$ cat src/rtl/fifo_cpu_regs.sv
// fifo_cpu_regs: CPU configuration-bus register file that controls and observes a
// first-word-fall-through FIFO.
//
// Build option: define FIFO_CPU_REGS_IRQ_EN to include the sticky FLAGS register
// (OVF/UNF/THR), CTRL.irq_en and the irq output. Without it, address 0x5 reads 0,
// CTRL bit2 reads 0 and irq is tied low.
//
// Ports:
//   clk, rst_n        clock (rising edge) and asynchronous active-low reset
//   CS, Rd_Wr, Addr   single-cycle bus access: CS=1 qualifies, Rd_Wr=1 read / 0 write
//   DataIn, DataOut   write data / registered read data (0 when the previous cycle
//                     was not a read)
//   fifo_wr_en/data   one-cycle push strobe and its data
//   fifo_rd_en        one-cycle pop strobe
//   fifo_rd_data      FIFO head (FWFT)
//   fifo_count        occupancy, CNT_W+1 bits
//   fifo_full/empty   FIFO status
//   fifo_clr          one-cycle flush strobe
//   irq               registered level interrupt
//
// Register map: 0x0 CTRL, 0x1 STATUS, 0x2 COUNT, 0x3 THRESH, 0x4 DATA, 0x5 FLAGS (W1C).
module fifo_cpu_regs #(
  parameter int unsigned CNT_W = 4
) (
  input  logic             clk,
  input  logic             rst_n,
  input  logic             CS,
  input  logic             Rd_Wr,
  input  logic [3:0]       Addr,
  input  logic [7:0]       DataIn,
  output logic [7:0]       DataOut,
  output logic             fifo_wr_en,
  output logic [7:0]       fifo_wr_data,
  output logic             fifo_rd_en,
  input  logic [7:0]       fifo_rd_data,
  input  logic [CNT_W:0]   fifo_count,
  input  logic             fifo_full,
  input  logic             fifo_empty,
  output logic             fifo_clr,
  output logic             irq
);

  localparam logic [3:0] AddrCtrl   = 4'h0;
  localparam logic [3:0] AddrStatus = 4'h1;
  localparam logic [3:0] AddrCount  = 4'h2;
  localparam logic [3:0] AddrThresh = 4'h3;
  localparam logic [3:0] AddrData   = 4'h4;
  localparam logic [3:0] AddrFlags  = 4'h5;

  logic       wr_acc, rd_acc;
  logic       push_ok, pop_ok;
  logic       thr_cond;
  logic [7:0] count_ext;
  logic [7:0] rdata;

  logic       enable_q;
  logic [7:0] thresh_q;
  logic       irq_en_q;
  logic [2:0] flags_q;

  assign wr_acc    = CS & ~Rd_Wr;
  assign rd_acc    = CS & Rd_Wr;
  // Full/empty are taken as sampled at the access edge.
  assign push_ok   = enable_q & ~fifo_full;
  assign pop_ok    = enable_q & ~fifo_empty;
  assign count_ext = 8'(fifo_count);
  assign thr_cond  = (count_ext >= thresh_q);

  always_comb begin
    rdata = 8'h00;
    case (Addr)
      AddrCtrl:   rdata = {5'b0, irq_en_q, 1'b0, enable_q};
      AddrStatus: rdata = {5'b0, thr_cond, fifo_full, fifo_empty};
      AddrCount:  rdata = count_ext;
      AddrThresh: rdata = thresh_q;
      AddrData:   rdata = pop_ok ? fifo_rd_data : 8'h00;
      AddrFlags:  rdata = {5'b0, flags_q};
      default:    rdata = 8'h00;
    endcase
  end

  // Bus-facing outputs and plain control registers.
  always_ff @(posedge clk or negedge rst_n) begin
    if (!rst_n) begin
      DataOut      <= 8'h00;
      fifo_wr_en   <= 1'b0;
      fifo_wr_data <= 8'h00;
      fifo_rd_en   <= 1'b0;
      fifo_clr     <= 1'b0;
      enable_q     <= 1'b0;
      thresh_q     <= 8'd8;
    end else begin
      DataOut    <= rd_acc ? rdata : 8'h00;
      fifo_wr_en <= wr_acc && (Addr == AddrData) && push_ok;
      fifo_rd_en <= rd_acc && (Addr == AddrData) && pop_ok;
      fifo_clr   <= wr_acc && (Addr == AddrCtrl) && DataIn[1];
      if (wr_acc && (Addr == AddrData) && push_ok) begin
        fifo_wr_data <= DataIn;
      end
      if (wr_acc && (Addr == AddrCtrl)) begin
        enable_q <= DataIn[0];
      end
      if (wr_acc && (Addr == AddrThresh)) begin
        thresh_q <= DataIn;
      end
    end
  end

`ifdef FIFO_CPU_REGS_IRQ_EN
  logic       thr_hist_q;
  logic       ovf_set, unf_set, thr_set;
  logic [2:0] w1c;
  logic [2:0] flags_d;

  assign ovf_set = wr_acc && (Addr == AddrData) && !push_ok;
  assign unf_set = rd_acc && (Addr == AddrData) && !pop_ok;
  // THR fires only on the cycle the threshold condition becomes true.
  assign thr_set = thr_cond & ~thr_hist_q;
  assign w1c     = (wr_acc && (Addr == AddrFlags)) ? DataIn[2:0] : 3'b000;
  // A set event in the same cycle as a clear wins.
  assign flags_d = (flags_q & ~w1c) | {thr_set, unf_set, ovf_set};

  always_ff @(posedge clk or negedge rst_n) begin
    if (!rst_n) begin
      flags_q    <= 3'b000;
      irq_en_q   <= 1'b0;
      thr_hist_q <= 1'b0;
    end else begin
      flags_q    <= flags_d;
      thr_hist_q <= thr_cond;
      if (wr_acc && (Addr == AddrCtrl)) begin
        irq_en_q <= DataIn[2];
      end
    end
  end
`else
  assign flags_q  = 3'b000;
  assign irq_en_q = 1'b0;
`endif

  // irq follows register state with one cycle of lag.
  always_ff @(posedge clk or negedge rst_n) begin
    if (!rst_n) begin
      irq <= 1'b0;
    end else begin
      irq <= irq_en_q & (|flags_q);
    end
  end

endmodule

$ cat config.mk
export PLATFORM = sky130hd
export DESIGN_NAME = fifo_cpu_regs
export DESIGN_NICKNAME = d
export VERILOG_FILES = /design/src/rtl/fifo_cpu_regs.sv
export SDC_FILE = /design/constraint.sdc
export NUM_CORES = 1
export LEC_CHECK = 0
export BUFFER_PORTS_ARGS = -buffer_cell sky130_fd_sc_hd__buf_2
export CAP_MARGIN = 20
export CORE_UTILIZATION = 40
export CTS_CLUSTER_SIZE = 14
export DETAILED_ROUTE_END_ITERATION = 6
export PLACE_DENSITY = 0.65
export SLEW_MARGIN = 40
export SYNTH_ARGS = -nofsm -noshare
export SYNTH_HDL_FRONTEND = slang
export SYNTH_SLANG_ARGS = --single-unit
export TNS_END_PERCENT = 10
$ cat constraint.sdc
create_clock -name clk -period 3.3 [get_ports clk]
set_clock_uncertainty 0.1 [all_clocks]
set_input_delay 0.66 -clock clk [delete_from_list [all_inputs] [get_ports clk]]
set_output_delay 0.66 -clock clk [all_outputs]
set_load 0.02 [all_outputs]
==> run_results.csv, run 1 <==
group,metric,value,unit
synth,async_flop_share,1.00,
global_route,met2_usage,0.305,
timing,tns,0,ns
floorplanning,die_area,3720,um^2
timing,min_period_over_period,0.568,
cts,cts_tree,"built",
place,gp_congestion,0.763,
final_layout,num-nets-final,198,
routing,postRouteWirelength,2890,um
routing,avgViaCountPerCell,5.01,
worst_setup_path,crit_type,"primary input to flop",
worst_setup_path,crit_path_end_kind,"flop",
timing,hold_violations,0,
synth,synth-edff-count,0,
place,numPortBuffers,49,
global_route,globalRouteOverflowTotal,0,
final_layout,instances_no_fill,207,
final_layout,antenna_cells,0,
global_route,use_met3,0.0320,
routing,first_pass_iters,4,
worst_setup_path,required,3.43,ns
timing,tightest_slew,0.613,ns
global_route,met1_usage,0.204,
timing,max_freq,0.534,GHz
timing,slew_violations,0,
worst_setup_path,worstPathCellList,"buf_2 > ha_1 > nor2b_1 > o2111a_1 > a2111oi_1 > nor3_2",
floorplanning,rows,21,
place,dp_cells,203,
power,p_per_area,440,nW/um^2
final_layout,final_common_cell,"buf_2",
cts,cts_resized,0,
synth,synthFlopType,"dfrtp_1",
global_route,grt_pass1_vias,1040,
floorplanning,fp.dieH,61.0,um
final_layout,area_delta_synth_final,23.4,%
timing,slew_headroom,0.591,
worst_setup_path,worst_ep_arrival_time,2.00,ns
cts,clockBufferDepth,2,
timing,hold_ws,0.210,ns
synth,syn-cell-area,1390,um^2
cts,cts.sinks,28,
synth,synth_fp_nets,147,
final_layout,multi_input_comb_area,633,um^2
global_route,antenna_found_initial,0,
status,run_status,"completed",
floorplanning,initial_utilization,0.417,
synth,ys_warn_count,0,
cts,root_buffer,"clkbuf_4",
cts,post_cts_buffers,0,
floorplanning,ios,51,
final_layout,num-fill-cells,319,
final_layout,layout_common_cells,"buf_2, dfrtp_1, mux2_2, nor2_1, inv_1",
cts,worst_skew_pair.late_latency,0.33,ns
synth,syn_inst,111,
floorplanning,fp.coreArea,3340,um^2
global_route,grt_pass1_wl,4620,um
flow_run,max_cap_violations,0,
timing,rsz0062_at_grt,"false",
timing,setup_violations,0,
worst_hold_path,hp-class,"primary input to asynchronous set/reset pin",
routing,drc,0,
floorplanning,fp.dieW,61.0,um
cts,cts_buffers,3,
synth,ys_types,32,
cts,clk_pin_slew_worst_paths,0.15,ns
timing,fin_crit,1.87,ns
final_layout,post-route-util,0.514,
cts,hold_buffers,0,
place,dpl.hpwl,2350,um
worst_setup_path,cp_max_fo,2,
power,irDropWorstVdd,0.237,mV
power,total_leakage_power,0.913,nW
worst_setup_path,cpPeakStageDelay,0.47,ns
place,dp_slack,1.06,ns
worst_setup_path,start_kind,"primary input",
global_route,grt_max_degree,29,
synth,ys_seq_elements,28,
global_route,grt_busiest_layer,"met2",
routing,vias,1038,
timing,fin_ws,1.43,ns
routing,drtIter0Drc,35,
routing,antenna_left,0,
cts,htree_levels,1,
worst_setup_path,slowest_stage,"a2111oi_1",
synth,avgSynthCellArea,12.5,um^2
final_layout,drive_gt1_frac,0.484,
routing,post_drt_wl_per_cell,14.0,um
synth,ys_seq_area_frac,0.504,
final_layout,regArea,702,um^2
global_route,track_usage,0.169,
-- worst max-delay path: cells and delay by family --
family | cells | cell delay, ns
fa+ha+maj | 1 | 0.30
buf+inv | 1 | 0.11
simple gates | 2 | 0.21
compound gates | 2 | 0.71
-- final cells by class --
type,count,share of cell area
timing repair buffer,49,0.143
clock inverter,1,0.0175
multi-input combinational,73,0.369
sequential,28,0.409
tap,46,0.0335
inverter,7,0.0153
clock buffer,3,0.0131
-- Yosys cell counts (2+ instances only) --
library cell	count	share of area
a22oi_1	5	0.027
dfrtp_1	27	0.49
buf_6	2	0.016
nor2b_1	2	0.0090
ha_1	5	0.045
inv_1	7	0.019
a21oi_1	2	0.0072
mux2i_1	6	0.043
and3_1	2	0.0090
nor2_1	13	0.035
mux2_2	16	0.13
nand2_1	3	0.0081
a31oi_1	2	0.0090
-- registers in the layout, summed over array words and instances, names as in the netlist --
signal / cells
fifo_clr: 1
enable_q: 1
thresh_q: 8
fifo_rd_en: 1
fifo_wr_en: 1
DataOut: 8
fifo_wr_data: 8
-- cells by family after synthesis --
logic type | count (synthesis) | synth area share
buf+inv | 10 | 0.0405
other cells | 1 | 0.00270
compound gates | 14 | 0.0773
mux | 23 | 0.192
fa+ha+maj | 5 | 0.0450
simple gates | 30 | 0.138
flops | 28 | 0.505
-- final timing paths --
check	from	to	slack, ns	cells past startpoint
min in group clk	fifo_wr_data[7]	fifo_wr_data[7]	0.42	1
min reg2reg	fifo_wr_data[7]	fifo_wr_data[7]	0.42	1
min	rst_n	DataOut[3]	0.21	1
max in group asynchronous	rst_n	fifo_wr_data[1]	2.49	1
max reg2reg	thresh_q[1]	DataOut[2]	1.44	6
max	fifo_count[1]	DataOut[2]	1.43	6
-- per-stage QoR --
| stage | cell area [um^2] | power, W |
|---|---|---|
| final | 1720 | 0.000756 |
| after global routing | 1720 | 0.000792 |
| after CTS | 1720 | 0.000765 |
| after detailed placement | 1660 | 0.000538 |
| after global placement | 1660 | 0.000528 |
| after floorplan | 1390 | 0.000482 |
-- where the power goes --
| group | internal [W] | switching [W] |
|---|---|---|
| clock | 0.000123 | 0.000104 |
| combinational | 0.0000662 | 0.0000712 |
| sequential | 0.000371 | 0.0000203 |
-- routing by layer --
layer  vias up  wire (um)
met3         2        172
li1        499          -
met1       501       1260
met4         0         17
met2        36       1450
met5         -          0
(Power assumes the default switching activity.)
==> inputs of run 2 (changes only) <==
- clock period: 3.3 -> 1.85 ns (I/O delays scaled with it)
==> run 2 against run 1 <==
  * Critical path depth unchanged
  * Register-to-register slack got worse by 1.4 ns
  * Power up 65%
  * Via count increased by 1.7%
  * Critical path type is now flop to flop
  * Largest cell class unchanged
  * Largest power group unchanged
  * Highest routed layer unchanged
==> run_results.csv, run 2 (same netlist as run 1, synthesis figures left out) <==
group,metric,value,unit
cts,worst_skew_pair.late_latency,0.33,ns
timing,setup_violations,0,
worst_hold_path,hp-class,"primary input to flop",
worst_setup_path,path_depth,6,
routing,avgViaCountPerCell,4.98,
worst_setup_path,cp_top_family,"compound AO/OA/AOI/OAI gates",
floorplanning,fp.dieH,61.0,um
worst_setup_path,slowest_stage,"dfrtp_1",
cts,cts_tree,"built",
worst_hold_path,worstHoldPathCells,2,
power,p_per_area,710,nW/um^2
routing,post_drt_wl_per_cell,13.4,um
worst_setup_path,worst_ep_arrival_time,1.89,ns
power,irDropWorstVdd,0.333,mV
global_route,grt_max_degree,29,
floorplanning,initial_utilization,0.417,
timing,slew_headroom,0.589,
floorplanning,ios,51,
timing,tns,0,ns
place,dpl.hpwl,2310,um
global_route,globalRouteOverflowTotal,0,
worst_setup_path,worstPathCellList,"inv_1 > ha_1 > nor2b_1 > o2111a_1 > a2111oi_2 > nor3_2",
final_layout,top_regs,"DataOut (8), fifo_wr_data (8), thresh_q (8)",
routing,postRouteWirelength,2840,um
final_layout,drive_gt1_frac,0.500,
timing,tightest_slew,0.616,ns
floorplanning,rows,21,
worst_setup_path,path_buf_inv,1,
final_layout,layout_common_cells,"buf_2, dfrtp_1, mux2_2, nor2_1, inv_1",
floorplanning,fp.dieW,61.0,um
global_route,track_usage,0.169,
final_layout,antenna_cells,0,
timing,hold_violations,0,
status,run_status,"completed",
floorplanning,fp.coreArea,3340,um^2
worst_setup_path,start_kind,"flop",
worst_setup_path,cp_max_fo,2,
final_layout,num-nets-final,203,
cts,cts_buffers,3,
worst_setup_path,worstRegToRegCells,6,
cts,post_cts_buffers,0,
timing,slew_violations,0,
worst_setup_path,crit_type,"flop to flop",
place,numPortBuffers,49,
cts,clockBufferDepth,2,
timing,fin_crit,1.77,ns
worst_setup_path,cpPeakStageDelay,0.40,ns
global_route,antenna_found_initial,0,
timing,max_freq,0.564,GHz
flow_run,max_cap_violations,0,
floorplanning,die_area,3720,um^2
place,gp_congestion,0.794,
global_route,grt_pass1_wl,4560,um
routing,first_pass_iters,4,
cts,htree_levels,1,
final_layout,num-fill-cells,326,
cts,cts.sinks,28,
routing,antenna_left,0,
cts,root_buffer,"clkbuf_4",
routing,drc,0,
worst_setup_path,crit_path_end_kind,"flop",
worst_setup_path,required,1.97,ns
worst_setup_path,regToRegSetupSlack,0.08,ns
cts,clk_pin_slew_worst_paths,0.15,ns
final_layout,area_delta_synth_final,26.3,%
routing,drtIter0Drc,32,
final_layout,post-route-util,0.527,
routing,vias,1056,
global_route,grt_pass1_vias,1023,
timing,min_period_over_period,0.958,
final_layout,final_common_cell,"buf_2",
power,total_leakage_power,0.935,nW
power,power.total,0.00125,W
-- run 2: layout make-up --
type / count / area [um^2] / area share
repair buffers: 54 / 298 / 0.169
multi-input cells: 73 / 638 / 0.363
inverters: 7 / 26.3 / 0.0149
clock buffers: 4 / 36.3 / 0.0206
flip-flops and latches: 28 / 702 / 0.399
well taps: 46 / 57.6 / 0.0327
-- run 2: what timing repair did --
item                       in CTS  in global routing
setup endpoints to repair       0                  1
hold endpoints to repair       27                  0
resized for setup               0                  1
hold buffers                    1                  0
-- run 2: metrics by stage --
stage | area [um^2] | hold WS, ns | cells | setup WS [ns]
CTS | 1750 | 0.158 | 212 | 0.0269
global route | 1760 | 0.153 | 212 | -0.0464
floorplan | 1390 | -0.0256 | 111 | 0.150
detailed placement | 1710 | 0.320 | 207 | -0.0813
global placement | 1710 | 0.309 | 207 | -0.0129
finish | 1760 | 0.174 | 212 | 0.0771
-- run 2: metal layers --
metal  share of wire  global-route usage  vias to the layer above
met3           0.057              0.0213                        4
met1            0.42               0.212                      505
met2            0.51               0.295                       36
li1                -                   -                      511
met4          0.0099              0.0682                        0
met5               0                   0                        -
-- run 2: power by group --
group          internal (W)  switching [W]
logic              0.000128       0.000132
registers          0.000662      0.0000350
clock network      0.000120       0.000170
total              0.000910       0.000337
-- run 2: worst paths after layout --
kind                                  from               to
hold / removal                   DataIn[4]      thresh_q[4]
setup / recovery               thresh_q[1]       DataOut[2]
setup reg to reg               thresh_q[1]       DataOut[2]
min in group asynchronous            rst_n       DataOut[0]
hold reg to reg            fifo_wr_data[7]  fifo_wr_data[7]
max in group asynchronous            rst_n  fifo_wr_data[5]
